### src/rtl/decode_stage.sv
// RV32I decode stage: reg_file read addressing, writeback bypass, immediate
// generation, load-use detection and a valid/ready output register to execute.
module decode_stage #(
    parameter int          XLEN      = 32,
    parameter logic [31:0] NOP_INSTR = 32'h0000_0013
) (
    input  logic            clk,
    input  logic            rst,
    // fetch side
    input  logic            if_valid,
    output logic            if_ready,
    input  logic [31:0]     if_instr,
    input  logic [XLEN-1:0] if_pc,
    input  logic            flush,
    // reg_file read ports
    output logic [4:0]      rg_sr1_addr,
    output logic [4:0]      rg_sr2_addr,
    input  logic [XLEN-1:0] rg_sr1_data,
    input  logic [XLEN-1:0] rg_sr2_data,
    // writeback bypass
    input  logic            wb_write_en,
    input  logic [4:0]      wb_des_addr,
    input  logic [XLEN-1:0] wb_des_data,
    // execute side
    input  logic            ex_ready,
    output logic            id_valid,
    output logic [XLEN-1:0] id_pc,
    output logic [31:0]     id_instr,
    output logic [XLEN-1:0] id_rs1_val,
    output logic [XLEN-1:0] id_rs2_val,
    output logic [XLEN-1:0] id_imm,
    output logic [4:0]      id_rs1,
    output logic [4:0]      id_rs2,
    output logic [4:0]      id_rd,
    output logic            id_reg_write,
    output logic            id_mem_read,
    output logic            id_mem_write,
    output logic            id_branch,
    output logic            id_jump,
    output logic            id_illegal
);

    localparam logic [6:0] OP_LOAD   = 7'h03;
    localparam logic [6:0] OP_IMM    = 7'h13;
    localparam logic [6:0] OP_AUIPC  = 7'h17;
    localparam logic [6:0] OP_STORE  = 7'h23;
    localparam logic [6:0] OP_REG    = 7'h33;
    localparam logic [6:0] OP_LUI    = 7'h37;
    localparam logic [6:0] OP_BRANCH = 7'h63;
    localparam logic [6:0] OP_JALR   = 7'h67;
    localparam logic [6:0] OP_JAL    = 7'h6F;
    localparam logic [6:0] OP_SYSTEM = 7'h73;

    typedef struct packed {
        logic [XLEN-1:0] pc;
        logic [31:0]     instr;
        logic [XLEN-1:0] rs1_val;
        logic [XLEN-1:0] rs2_val;
        logic [XLEN-1:0] imm;
        logic [4:0]      rs1;
        logic [4:0]      rs2;
        logic [4:0]      rd;
        logic            reg_write;
        logic            mem_read;
        logic            mem_write;
        logic            branch;
        logic            jump;
        logic            illegal;
    } id_bundle_t;

    // ---------------- field extraction ----------------
    logic [6:0]  opcode;
    logic [4:0]  rs1_field, rs2_field, rd_field;
    logic [31:0] imm_i, imm_s, imm_b, imm_u, imm_j;

    assign opcode    = if_instr[6:0];
    assign rs1_field = if_instr[19:15];
    assign rs2_field = if_instr[24:20];
    assign rd_field  = if_instr[11:7];

    // reg_file is addressed straight from the raw fields; unused-field
    // masking happens only on the decoded bundle.
    assign rg_sr1_addr = rs1_field;
    assign rg_sr2_addr = rs2_field;

    assign imm_i = {{20{if_instr[31]}}, if_instr[31:20]};
    assign imm_s = {{20{if_instr[31]}}, if_instr[31:25], if_instr[11:7]};
    assign imm_b = {{19{if_instr[31]}}, if_instr[31], if_instr[7],
                    if_instr[30:25], if_instr[11:8], 1'b0};
    assign imm_u = {if_instr[31:12], 12'b0};
    assign imm_j = {{11{if_instr[31]}}, if_instr[31], if_instr[19:12],
                    if_instr[20], if_instr[30:21], 1'b0};

    // ---------------- format decode ----------------
    logic        use_rs1, use_rs2, use_rd;
    logic [31:0] dec_imm;
    logic        dec_mem_read, dec_mem_write, dec_branch, dec_jump, dec_illegal;
    logic        dec_reg_write;

    // Classify the opcode: which register fields matter, which immediate, which flags.
    always_comb begin
        use_rs1       = 1'b0;
        use_rs2       = 1'b0;
        use_rd        = 1'b0;
        dec_imm       = '0;
        dec_mem_read  = 1'b0;
        dec_mem_write = 1'b0;
        dec_branch    = 1'b0;
        dec_jump      = 1'b0;
        dec_illegal   = 1'b0;
        case (opcode)
            OP_LOAD:   begin use_rs1 = 1'b1; use_rd = 1'b1; dec_imm = imm_i; dec_mem_read = 1'b1; end
            OP_IMM:    begin use_rs1 = 1'b1; use_rd = 1'b1; dec_imm = imm_i; end
            OP_JALR:   begin use_rs1 = 1'b1; use_rd = 1'b1; dec_imm = imm_i; dec_jump = 1'b1; end
            OP_STORE:  begin use_rs1 = 1'b1; use_rs2 = 1'b1; dec_imm = imm_s; dec_mem_write = 1'b1; end
            OP_BRANCH: begin use_rs1 = 1'b1; use_rs2 = 1'b1; dec_imm = imm_b; dec_branch = 1'b1; end
            OP_LUI,
            OP_AUIPC:  begin use_rd = 1'b1; dec_imm = imm_u; end
            OP_JAL:    begin use_rd = 1'b1; dec_imm = imm_j; dec_jump = 1'b1; end
            OP_REG:    begin use_rs1 = 1'b1; use_rs2 = 1'b1; use_rd = 1'b1; end
            OP_SYSTEM: ;
            default:   dec_illegal = 1'b1;
        endcase
        // Compressed-looking encodings are not supported: treat as illegal.
        if (if_instr[1:0] != 2'b11) begin
            use_rs1       = 1'b0;
            use_rs2       = 1'b0;
            use_rd        = 1'b0;
            dec_imm       = '0;
            dec_mem_read  = 1'b0;
            dec_mem_write = 1'b0;
            dec_branch    = 1'b0;
            dec_jump      = 1'b0;
            dec_illegal   = 1'b1;
        end
    end

    // Writes to x0 are architecturally discarded, so never flag them.
    assign dec_reg_write = use_rd && (rd_field != 5'd0);

    // ---------------- operands with writeback bypass ----------------
    logic [4:0]      src1_idx, src2_idx, dst_idx;
    logic [XLEN-1:0] src1_val, src2_val;

    // Select operand values: x0 is zero, a same-cycle writeback beats the reg_file read.
    always_comb begin
        src1_idx = use_rs1 ? rs1_field : 5'd0;
        src2_idx = use_rs2 ? rs2_field : 5'd0;
        dst_idx  = use_rd  ? rd_field  : 5'd0;
        if (src1_idx == 5'd0)
            src1_val = '0;
        else if (wb_write_en && (wb_des_addr == src1_idx))
            src1_val = wb_des_data;
        else
            src1_val = rg_sr1_data;
        if (src2_idx == 5'd0)
            src2_val = '0;
        else if (wb_write_en && (wb_des_addr == src2_idx))
            src2_val = wb_des_data;
        else
            src2_val = rg_sr2_data;
    end

    // ---------------- output stage and handshake ----------------
    id_bundle_t bundle_q, bundle_d;
    logic       valid_q, valid_d;
    logic       flush_hold_q, flush_hold_d;
    logic       room, load_use;
    id_bundle_t dec_bundle, bubble;

    // Assemble the decoded bundle for the incoming instruction and the empty one.
    always_comb begin
        dec_bundle           = '0;
        dec_bundle.pc        = if_pc;
        dec_bundle.instr     = if_instr;
        dec_bundle.rs1_val   = src1_val;
        dec_bundle.rs2_val   = src2_val;
        dec_bundle.imm       = dec_imm;
        dec_bundle.rs1       = src1_idx;
        dec_bundle.rs2       = src2_idx;
        dec_bundle.rd        = dst_idx;
        dec_bundle.reg_write = dec_reg_write;
        dec_bundle.mem_read  = dec_mem_read;
        dec_bundle.mem_write = dec_mem_write;
        dec_bundle.branch    = dec_branch;
        dec_bundle.jump      = dec_jump;
        dec_bundle.illegal   = dec_illegal;
        bubble               = '0;
        bubble.instr         = NOP_INSTR;
    end

    // Handshake and next-state priority: flush, load-use bubble, accept, drain, hold.
    always_comb begin
        room     = !valid_q || ex_ready;
        // A load in the output register whose rd feeds a live source of the
        // incoming instruction cannot be bypassed yet: hold fetch one cycle.
        load_use = valid_q && bundle_q.mem_read && (bundle_q.rd != 5'd0) && if_valid &&
                   ((use_rs1 && (rs1_field == bundle_q.rd)) ||
                    (use_rs2 && (rs2_field == bundle_q.rd)));
        // During flush fetch is drained so the redirected-away instruction is consumed.
        if_ready = rst && (flush || (!flush_hold_q && room && !load_use));

        valid_d      = valid_q;
        bundle_d     = bundle_q;
        flush_hold_d = 1'b0;
        if (flush) begin
            valid_d  = 1'b0;
            bundle_d = bubble;
        end else if (load_use && room) begin
            valid_d  = 1'b0;
            bundle_d = bubble;
        end else if (if_valid && if_ready) begin
            valid_d  = 1'b1;
            bundle_d = dec_bundle;
        end else if (room) begin
            valid_d  = 1'b0;
            bundle_d = bubble;
        end
    end

    // Output register; intake stays closed for the first cycle out of reset.
    always_ff @(posedge clk or negedge rst) begin
        if (!rst) begin
            valid_q       <= 1'b0;
            bundle_q      <= '0;
            bundle_q.instr <= NOP_INSTR;
            flush_hold_q  <= 1'b1;
        end else begin
            valid_q      <= valid_d;
            bundle_q     <= bundle_d;
            flush_hold_q <= flush_hold_d;
        end
    end

    assign id_valid     = valid_q;
    assign id_pc        = bundle_q.pc;
    assign id_instr     = bundle_q.instr;
    assign id_rs1_val   = bundle_q.rs1_val;
    assign id_rs2_val   = bundle_q.rs2_val;
    assign id_imm       = bundle_q.imm;
    assign id_rs1       = bundle_q.rs1;
    assign id_rs2       = bundle_q.rs2;
    assign id_rd        = bundle_q.rd;
    assign id_reg_write = bundle_q.reg_write;
    assign id_mem_read  = bundle_q.mem_read;
    assign id_mem_write = bundle_q.mem_write;
    assign id_branch    = bundle_q.branch;
    assign id_jump      = bundle_q.jump;
    assign id_illegal   = bundle_q.illegal;

endmodule

### config.mk
export PLATFORM = sky130hd
export DESIGN_NAME = decode_stage
export DESIGN_NICKNAME = d
export VERILOG_FILES = /design/src/rtl/decode_stage.sv
export SDC_FILE = /design/constraint.sdc
export NUM_CORES = 1
export LEC_CHECK = 0
export BUFFER_PORTS_ARGS = -buffer_cell sky130_fd_sc_hd__buf_2
export CAP_MARGIN = 20
export CELL_PAD_IN_SITES_DETAIL_PLACEMENT = 1
export CELL_PAD_IN_SITES_GLOBAL_PLACEMENT = 1
export CORE_ASPECT_RATIO = 1.4
export CORE_MARGIN = 1.5
export CORE_UTILIZATION = 37
export CTS_BUF_LIST = sky130_fd_sc_hd__clkbuf_2 sky130_fd_sc_hd__clkbuf_4 sky130_fd_sc_hd__clkbuf_8
export CTS_CLUSTER_DIAMETER = 60
export DETAILED_ROUTE_END_ITERATION = 6
export PLACE_DENSITY = 0.87
export SKIP_LAST_GASP = 1
export SLEW_MARGIN = 25
export SYNTH_ARGS = -nofsm -noshare
export SYNTH_HDL_FRONTEND = slang
export SYNTH_SLANG_ARGS = --single-unit
### constraint.sdc
create_clock -name clk -period 3.36 [get_ports clk]
set_input_delay 0.672 -clock clk [delete_from_list [all_inputs] [get_ports clk]]
set_output_delay 0.672 -clock clk [all_outputs]
set_load 0.05 [all_outputs]
* Word-level counts from Yosys, hierarchy flattened
Cells that the tools add are included.
** Word-level totals
- Bits in registers :: 183
- Bits of input ports :: 171
- Output and inout bits :: 193
- Word-level logic and storage cells :: 96
** Cells by class
- Eq/ne operators :: 15
- Muxes and demuxes :: 33
- Reductions and logical operators :: 32
** Operator list (count)
- $mux W181 :: 4
- $mux W32 :: 5
- $pmux W32 S5 :: 1
- $eq A7 B7 Y1 const B :: 4
- $eq A7 B6 Y1 const B :: 3
- $eq A5 B5 Y1 :: 4
- $mux W1 :: 20
- $mux W5 :: 3
- $eq A7 B5 Y1 const B :: 2
- $logic_and A1 B1 Y1 :: 14
- $logic_not A5 Y1 :: 2
- $reduce_bool A5 Y1 :: 2
- $reduce_or A10 Y1 :: 1
- $eq A7 B2 Y1 const B :: 1
- $reduce_or A7 Y1 :: 1
- $reduce_or A3 Y1 :: 2
- $reduce_or A6 Y1 :: 1
- $reduce_bool A4 Y1 :: 1
- $reduce_or A2 Y1 :: 2
- $logic_not A1 Y1 :: 3
- $logic_or A1 B1 Y1 :: 3
- $ne A2 B2 Y1 const B :: 1

* Logic depth before layout (Yosys ltp)
Gate-level depths: netlist (run 1).
- Depth in word-level cells :: 15
- Mapped depth :: 10
- Depth with buffers taken out :: 6

* Least setup slack after synthesis (run 1)
No wires, ideal clock.
- Path type :: input to output
- Start point :: in if_instr[3]
- End point :: out if_ready
- Arrival time :: 2347 ps
- Required time :: 2688 ps
- Slack :: 341 ps
- Stages :: 9
- Path buffers :: 3
- Cell sequence :: buf_6 -> nor4bb_1 -> buf_4 -> nand2_1 -> nor3_1 -> o21a_1 -> clkbuf_1 -> nor3_1 -> o21a_1
** Between the ends
- Cells in the longest elaborated chain, start to end :: 11
- Elaborated cells on any way between the ends :: 20
- Those cells by class :: eq/ne (6); mux (4); reduce/logical (10)
** Ends and longest elaborated chain
- from (decl) :: RTL line 12 : input logic [31:0] if_instr,
- $eq A7 B6 Y1, or another cell as far along :: RTL line 111 : case (opcode)
- $reduce_or A6 Y1 (no line) or $reduce_or A3 Y1 (tied branches)
- $mux W1 :: RTL line 111
- $mux W1 :: RTL line 125 : if (if_instr[1:0] != 2'b11) begin
- $logic_and A1 B1 Y1 (on tied branches) :: RTL line 198, 199
- $logic_or A1 B1 Y1 (*) :: RTL line 198 : ((use_rs1 && (rs1_field == bundle_q.rd)) ||
- $logic_and A1 B1 Y1 (*) :: RTL line 197 : load_use = valid_q && bundle_q.mem_read && (bundle_q.rd != 5'd0) && if_valid &&
- $logic_not A1 Y1 (*) :: RTL line 201 : if_ready = rst && (flush || (!flush_hold_q && room && !load_use));
- $logic_and A1 B1 Y1 (*) :: RTL line 201
- $logic_or A1 B1 Y1 (*) :: RTL line 201
- $logic_and A1 B1 Y1 (*) :: RTL line 201
- to (decl) :: RTL line 11 : output logic if_ready,
Mark *: on every way between the ends. The rest lies on a longest branch, timed or not.

* Worst setup path after layout (run 1)
- Start point :: reg bundle_q, in the netlist id_rd[1]
- End point :: out if_ready
** Between the ends
- Cells in the longest elaborated chain, start to end :: 8
- Elaborated cells on any way between the ends :: 13
- Those cells by class :: eq/ne (2); reduce/logical (11)
** Ends and longest elaborated chain
- from (decl) :: RTL line 165 : id_bundle_t bundle_q, bundle_d;
- from (signal assigned) :: RTL line 230 : bundle_q <= bundle_d;
- $eq A5 B5 Y1, or another cell as far along :: RTL line 198
- $logic_and A1 B1 Y1 (on tied branches) :: RTL line 198, 197, 199
- $logic_or A1 B1 Y1 or $logic_and A1 B1 Y1 (tied branches) :: RTL line 198, 197
- $logic_and A1 B1 Y1 (*) :: RTL line 197
- $logic_not A1 Y1 (*) :: RTL line 201
- $logic_and A1 B1 Y1 (*) :: RTL line 201
- $logic_or A1 B1 Y1 (*) :: RTL line 201
- $logic_and A1 B1 Y1 (*) :: RTL line 201
Marks and branches as above.

==> results of run 1 <==
## metrics by stage
stage / power (W) / hold slack (ps)
2_1_floorplan: 0.00247 / 376
3_3_place_gp: 0.00271 / 458
3_5_place_dp: 0.00272 / 468
4_1_cts: 0.00417 / 273
5_1_grt: 0.00428 / 299
6_report: 0.00413 / 290
## state kept, by name, indices dropped and copies added (netlist names), 5 cells and up
| name | flops |
|---|---|
| id_rs2_val | 32 |
| id_instr | 32 |
| id_rs2 | 5 |
| id_pc | 32 |
| id_rd | 5 |
| id_rs1_val | 32 |
| id_rs1 | 5 |
| id_imm | 32 |
## how the worst max path moves through the flow
stage / start / end / slack (ps) / cells after the start
global route: id_rd[1]$_DFFE_PN0P_ / if_ready / 2 / 7
detailed placement: if_instr[3] / id_rs2_val[17]$_DFFE_PN0P_ / 70 / 8
CTS: id_rd[1]$_DFFE_PN0P_ / if_ready / 30 / 7
finish: id_rd[1]$_DFFE_PN0P_ / if_ready / 180 / 7
floorplan: if_instr[3] / if_ready / 340 / 9
global placement: if_instr[3] / id_rs2_val[8]$_DFFE_PN0P_ / 170 / 8
## cell type report
cell class | count | area (µm²)
Fill cell | 2728 | 11900
Sequential cell | 183 | 4590
Inverter | 4 | 15.0
Clock inverter | 11 | 92.6
Multi-Input combinational cell | 525 | 3690
Timing Repair Buffer | 399 | 2160
Clock buffer | 21 | 283
Tap cell | 306 | 383
Antenna cell | 2 | 5.00
## cell usage after synthesis (all sizes together) (2+ instances only)
cell type  number  area (µm²)
dfrtp         179        4480
a22o           85         744
nand2          71         267
and2           66         413
a311o          64         641
clkbuf         61         229
nor4           35         219
o21ai          32         160
buf            30         210
a21oi          24         120
nor3b          22         175
nor2           19        71.3
nor3           13        65.1
xnor2          11        96.3
and4           10        87.6
a22oi           6        45.0
a32o            5        50.1
nand3b          5        37.5
nand4           5        31.3
dfstp           4         105
inv             4        15.0
nand2b          4        25.0
nand3           4        20.0
nor2b           3        18.8
o21a            3        22.5
o22ai           3        18.8
or4             3        22.5
a21boi          2        26.3
a31oi           2        12.5
and3b           2        17.5
nor4b           2        23.8
nor4bb          2        20.0
o22a            2        17.5
xor2            2        17.5
## critical path: stages (launching register included)
cell and delay (ps):
dfrtp_2 480, or4_1 560, o2111ai_1 220, nor2_1 100, o21a_2 200, nor3_1 150, o21a_1 130, buf_4 200
## power groups by stage
stage	Sequential, W	Clock (W)	Combinational [W]
after CTS	0.00223	0.00149	0.000453
after detailed placement	0.00227	0	0.000451
after global placement	0.00227	0	0.000444
after floorplan	0.00232	0	0.000148
final	0.00223	0.00145	0.000449
after global routing	0.00223	0.00157	0.000480
## logic make-up (layout without fill, tap and decap cells)
| logic type | count (synthesis) | in the layout | synth area share |
|---|---|---|---|
| other | 1 | 3 | 0.000432 |
| XOR/XNOR | 13 | 13 | 0.0131 |
| AND/OR/NAND/NOR | 270 | 270 | 0.178 |
| buffers and inverters | 95 | 435 | 0.0523 |
| flip-flops | 183 | 183 | 0.528 |
| AO/OA/AOI/OAI | 240 | 240 | 0.226 |
| multiplexers | 1 | 1 | 0.00115 |
## metal layers
layer | vias to the layer above | GRT usage | share of wire
met5 | - | 0 | 0.00039
met4 | 2 | 0.121 | 0.037
met3 | 74 | 0.0616 | 0.063
met2 | 381 | 0.490 | 0.52
met1 | 4216 | 0.300 | 0.38
li1 | 3667 | - | -
## what timing repair did
action	in CTS	in global routing
setup buffers	0	0
hold endpoints to repair	0	0
endpoints found under the setup margin	0	1
resized for setup	0	4
==> qor.csv, run 1 <==
stage,metric,value,unit
route,drcViolationCount,0,
worst_setup_path,rr_startpoint,id_rd[1]$_DFFE_PN0P_,
outcome,status,completed,
cts,h-tree-depth,4,
route,routedWlPerCell,22.8,µm
placed_design,place_inst,1417,
worst_setup_path,worstPathMaxFanout,8,
cts,cts_hold_buf,0,
synth,yosysSeqAreaShare,0.528,
power,vdd_drop_max,211,µV
route,routed_wl,33100,µm
cells_and_area,final_cell_mix,"361 x buf_2, 177 x dfrtp_1, 85 x a22o_1, 71 x nand2_1, 66 x and2_1",
cells_and_area,layout_commonest_cell,buf_2,
placed_design,dp_hpwl,24400,µm
synth,synth_seq_cells,183,
cells_and_area,fin_nets,1301,
sta,tns,0,ps
grt,antenna_found_initial,3,
sta,clock_skew,10.5,ps
floorplan,io_pins,364,
sta,layout_min_cycle_time,3180,ps
cells_and_area,drive_above_1_share,0.396,
cts,cts.sinks,183,
worst_setup_path,r2r_slack,280,ps
grt,grt_overflow,0,
cts,cts_buffers,17,
cts,clock_latency,480,ps
sta,max_freq,314,MHz
power,switching_power,0.00117,W
floorplan,chipWidth,132,µm
grt,grt_pass1_wl,50400,µm
placed_design,dp_worst_setup_slack,74.7,ps
worst_setup_path,worst_setup_path_end_kind,output port,
floorplan,start_util,0.375,
power,power_density,368,nW/µm²
floorplan,core_area,23100,µm²
worst_setup_path,arrival,2510,ps
placed_design,gp_congestion,0.891,
sta,fin_crit_sh,0.947,
worst_hold_path,hold_path_class,in -> async,
power,swShare,0.284,
synth,avgSynthCellArea,10.8,µm²
worst_setup_path,r2r_cells,7,
sta,grt_setup_unrepaired,no,
cts,cts_tree,done,
synth,synth_flop_cell,dfrtp_1,
route,vias_per_cell,5.75,
floorplan,rows,66,
power,p_int,0.00296,W
cts,clk_path_buf_depth,2,
grt,grt_pass1_vias,8669,
sta,setup_viol,0,
worst_setup_path,rr_endpoint,id_pc[11]$_DFFE_PN0P_,
synth,syn_nets,974,
synth,netlist_area,8680,µm²
synth,ys.warnings.count,0,
power,p_clk_frac,0.351,
grt,grt_max_degree,151,
worst_setup_path,critPathRequiredTime,2690,ps
cells_and_area,final_core_util,0.485,
cts,clk_pin_slew_worst_paths,100,ps
floorplan,dieArea,24400,µm²
synth,ys_types,59,
placed_design,port_buffers,363,
route,vias,8340,
synth,synth_edf_count,0,
synth,netlist_instances,803,
power,p_seq_frac,0.540,
sta,tightest_slew,941,ps
placed_design,placed_area,10800,µm²
floorplan,die_h,184,µm
power,pwr-share-comb,0.109,
sta,timing.final.ws_setup,179,ps
flow_run,maxCapViolations,0,
worst_setup_path,criticalPathCategory,reg -> out,
route,final_antenna_net_count,0,
sta,relSlewSlack,0.372,
route,drt_iter0_drc,364,
cells_and_area,syn_to_final_growth,29.3,%
cells_and_area,fin_area,11200,µm²
sta,hold_viol,0,
cts,cts_root_buf,clkbuf_8,
route,drt_pass1_iterations,5,
grt,grt_use_total,0.270,
power,p_leak,5.70,nW
synth,async_flop_share,1.00,
cells_and_area,layoutNonFillerInstCount,1451,
worst_setup_path,startpoint_type,flop,
sta,slew_viol_final,0,
No activity file was read; power rests on OpenSTA's default activity.
==> run 2: changes to the inputs <==
--- a/config.mk
+++ b/config.mk
@@ -10,12 +10,13 @@
 export CELL_PAD_IN_SITES_DETAIL_PLACEMENT = 1
 export CELL_PAD_IN_SITES_GLOBAL_PLACEMENT = 1
 export CORE_ASPECT_RATIO = 1.4
-export CORE_MARGIN = 1.5
-export CORE_UTILIZATION = 37
-export CTS_BUF_LIST = sky130_fd_sc_hd__clkbuf_2 sky130_fd_sc_hd__clkbuf_4 sky130_fd_sc_hd__clkbuf_8
+export CORE_MARGIN = 3
+export CORE_UTILIZATION = 36
+export CTS_BUF_LIST = sky130_fd_sc_hd__clkbuf_16
 export CTS_CLUSTER_DIAMETER = 60
 export DETAILED_ROUTE_END_ITERATION = 6
-export PLACE_DENSITY = 0.87
+export MAX_ROUTING_LAYER = met4
+export PLACE_DENSITY = 0.85
 export SKIP_LAST_GASP = 1
 export SLEW_MARGIN = 25
 export SYNTH_ARGS = -nofsm -noshare
==> run 2 against run 1 <==
Cell count increased by 0.34%. Sequential cell count unchanged. Largest cell class unchanged. Largest power group unchanged. Routed wire length up 7.3%. Sequential power hardly changed. Highest routed layer is now met4. Maximum frequency is 0.38% lower.
==> qor.csv, run 2 (synthesized netlist as in run 1, its figures left out) <==
stage,metric,value,unit,change
floorplan,dieArea,26000,µm²,+6.7%
grt,antenna_found_initial,6,,+3
sta,grt_setup_unrepaired,no,,
cells_and_area,fillers,2673,,-2.0%
placed_design,placed_area,10800,µm²,-0.12%
sta,max_freq,313,MHz,-0.38%
cts,cts_hold_buf,0,,unchanged
grt,grt_use_total,0.278,,+0.00881
worst_setup_path,arrival,2520,ps,about the same
cts,cts_tree,done,,
floorplan,rows,66,,unchanged
sta,slew_viol_final,0,,unchanged
floorplan,io_pins,364,,unchanged
cts,clock_latency,440,ps,-40 ps
floorplan,start_util,0.370,,-0.00529
route,routed_wl,35600,µm,+7.3%
worst_setup_path,criticalPathCategory,reg -> out,,
route,vias,8423,,+1.0%
floorplan,chipWidth,137,µm,+3.6%
grt,grt_pass1_wl,53800,µm,+6.7%
cells_and_area,multi_input_area,3690,µm²,unchanged
worst_setup_path,critPathRequiredTime,2690,ps,about the same
cells_and_area,ff_latch_area,4580,µm²,about the same
placed_design,port_buffers,363,,unchanged
power,power_density,417,nW/µm²,+13%
cells_and_area,fin_area,11500,µm²,+2.1%
sta,relSlewSlack,0.373,,+0.000745
sta,tns,0,ps,unchanged
worst_setup_path,worst_setup_path_end_kind,output port,,
cts,cts.sinks,183,,unchanged
route,drt_pass1_iterations,5,,unchanged
flow_run,maxCapViolations,0,,unchanged
grt,grt_max_degree,116,,-23%
cts,clk_path_buf_depth,2,,unchanged
cts,clk_pin_slew_worst_paths,80,ps,-20 ps
cts,cts_root_buf,clkbuf_16,,
sta,tightest_slew,933,ps,-8.30 ps
route,drcViolationCount,0,,unchanged
route,vias_per_cell,5.79,,+0.65%
cells_and_area,drive_above_1_share,0.393,,-0.00297
grt,grt_pass1_vias,9066,,+4.6%
cells_and_area,syn_to_final_growth,32.0,%,
power,vdd_drop_max,339,µV,+60%
route,drt_iter0_drc,531,,+46%
cts,h-tree-depth,4,,unchanged
grt,grt_overflow,0,,unchanged
worst_setup_path,startpoint_type,flop,,
placed_design,gp_congestion,0.845,,-5.2%
sta,clock_skew,7.87,ps,-2.63 ps
floorplan,die_h,190,µm,+3.0%
sta,hold_viol,0,,unchanged
cells_and_area,fin_nets,1302,,+0.077%
cells_and_area,layout_commonest_cell,buf_2,,
cts,cts-resized-gates,0,,unchanged
cts,cts_buffers,17,,unchanged
worst_hold_path,hold_path_class,in -> reg,,
route,final_antenna_net_count,0,,unchanged
worst_setup_path,worstPathMaxFanout,5,,-3
outcome,status,completed,,
sta,fin_crit_sh,0.950,,+0.00364
route,routedWlPerCell,24.4,µm,+7.0%
sta,layout_min_cycle_time,3190,ps,+12.2 ps
power,p_leak,5.81,nW,+1.9%
sta,setup_viol,0,,unchanged
floorplan,core_area,23500,µm²,+1.4%
cts,post_cts_buffers,0,,unchanged
cells_and_area,final_cell_mix,"362 x buf_2, 179 x dfrtp_1, 85 x a22o_1, 71 x nand2_1, 66 x and2_1",,
placed_design,dp_hpwl,25600,µm,+5.2%
## run 2: stage by stage
step,power (W),hold WS (ps),utilization,cells,setup WS [ps]
6_report,0.00478,453,0.488,1456,167
5_1_grt,0.00494,439,0.488,1456,15.1
4_1_cts,0.00481,436,0.487,1449,145
3_5_place_dp,0.00273,469,0.461,1417,116
3_3_place_gp,0.00272,458,0.461,1417,178
2_1_floorplan,0.00247,376,-,803,341
## run 2: layer usage
metal | vias to the layer above | GRT usage | wire [µm]
li1 | 3681 | - | -
met1 | 4250 | 0.307 | 13100
met2 | 407 | 0.475 | 18100
met3 | 85 | 0.0614 | 2760
met4 | 0 | 0.128 | 1530
met5 | - | - | 0
## run 2: worst paths after layout
path	start	end	slack (ps)	depth (start not counted)
worst max-delay path	id_rd[1]$_DFFE_PN0P_	if_ready	170	7
worst min-delay path	if_pc[31]	id_pc[31]$_DFFE_PN0P_	450	2
worst max register to register	id_rd[1]$_DFFE_PN0P_	id_rd[3]$_DFFE_PN0P_	500	7
worst min register to register	id_imm[28]$_DFFE_PN0P_	id_imm[28]$_DFFE_PN0P_	480	2
max in group asynchronous	rst	id_instr[12]$_DFFE_PN0P_	1440	3
min in group asynchronous	rst	id_instr[11]$_DFFE_PN0P_	510	2
## run 2: final cells by class
type                       count  share of cell area
sequential                   183               0.400
multi-input combinational    525               0.322
timing repair buffer         400               0.190
clock buffer                  17              0.0371
tap                          306              0.0334
clock inverter                15              0.0147
inverter                       4             0.00131
antenna                        6             0.00131
## run 2: critical path: stages, from the launching register on
cell and delay [ps]:
dfrtp_1 460, or4_1 570, o2111ai_1 200, nor2_1 90, o21a_2 170, nor3_1 160, o21a_1 140, buf_2 290
## run 2: where the power goes
group          total [W]  switching, W  internal (W)  leakage (nW)
logic           0.000460      0.000311      0.000149          2.98
clock network    0.00209      0.000971       0.00112         0.289
registers        0.00223     0.0000111       0.00222          2.54
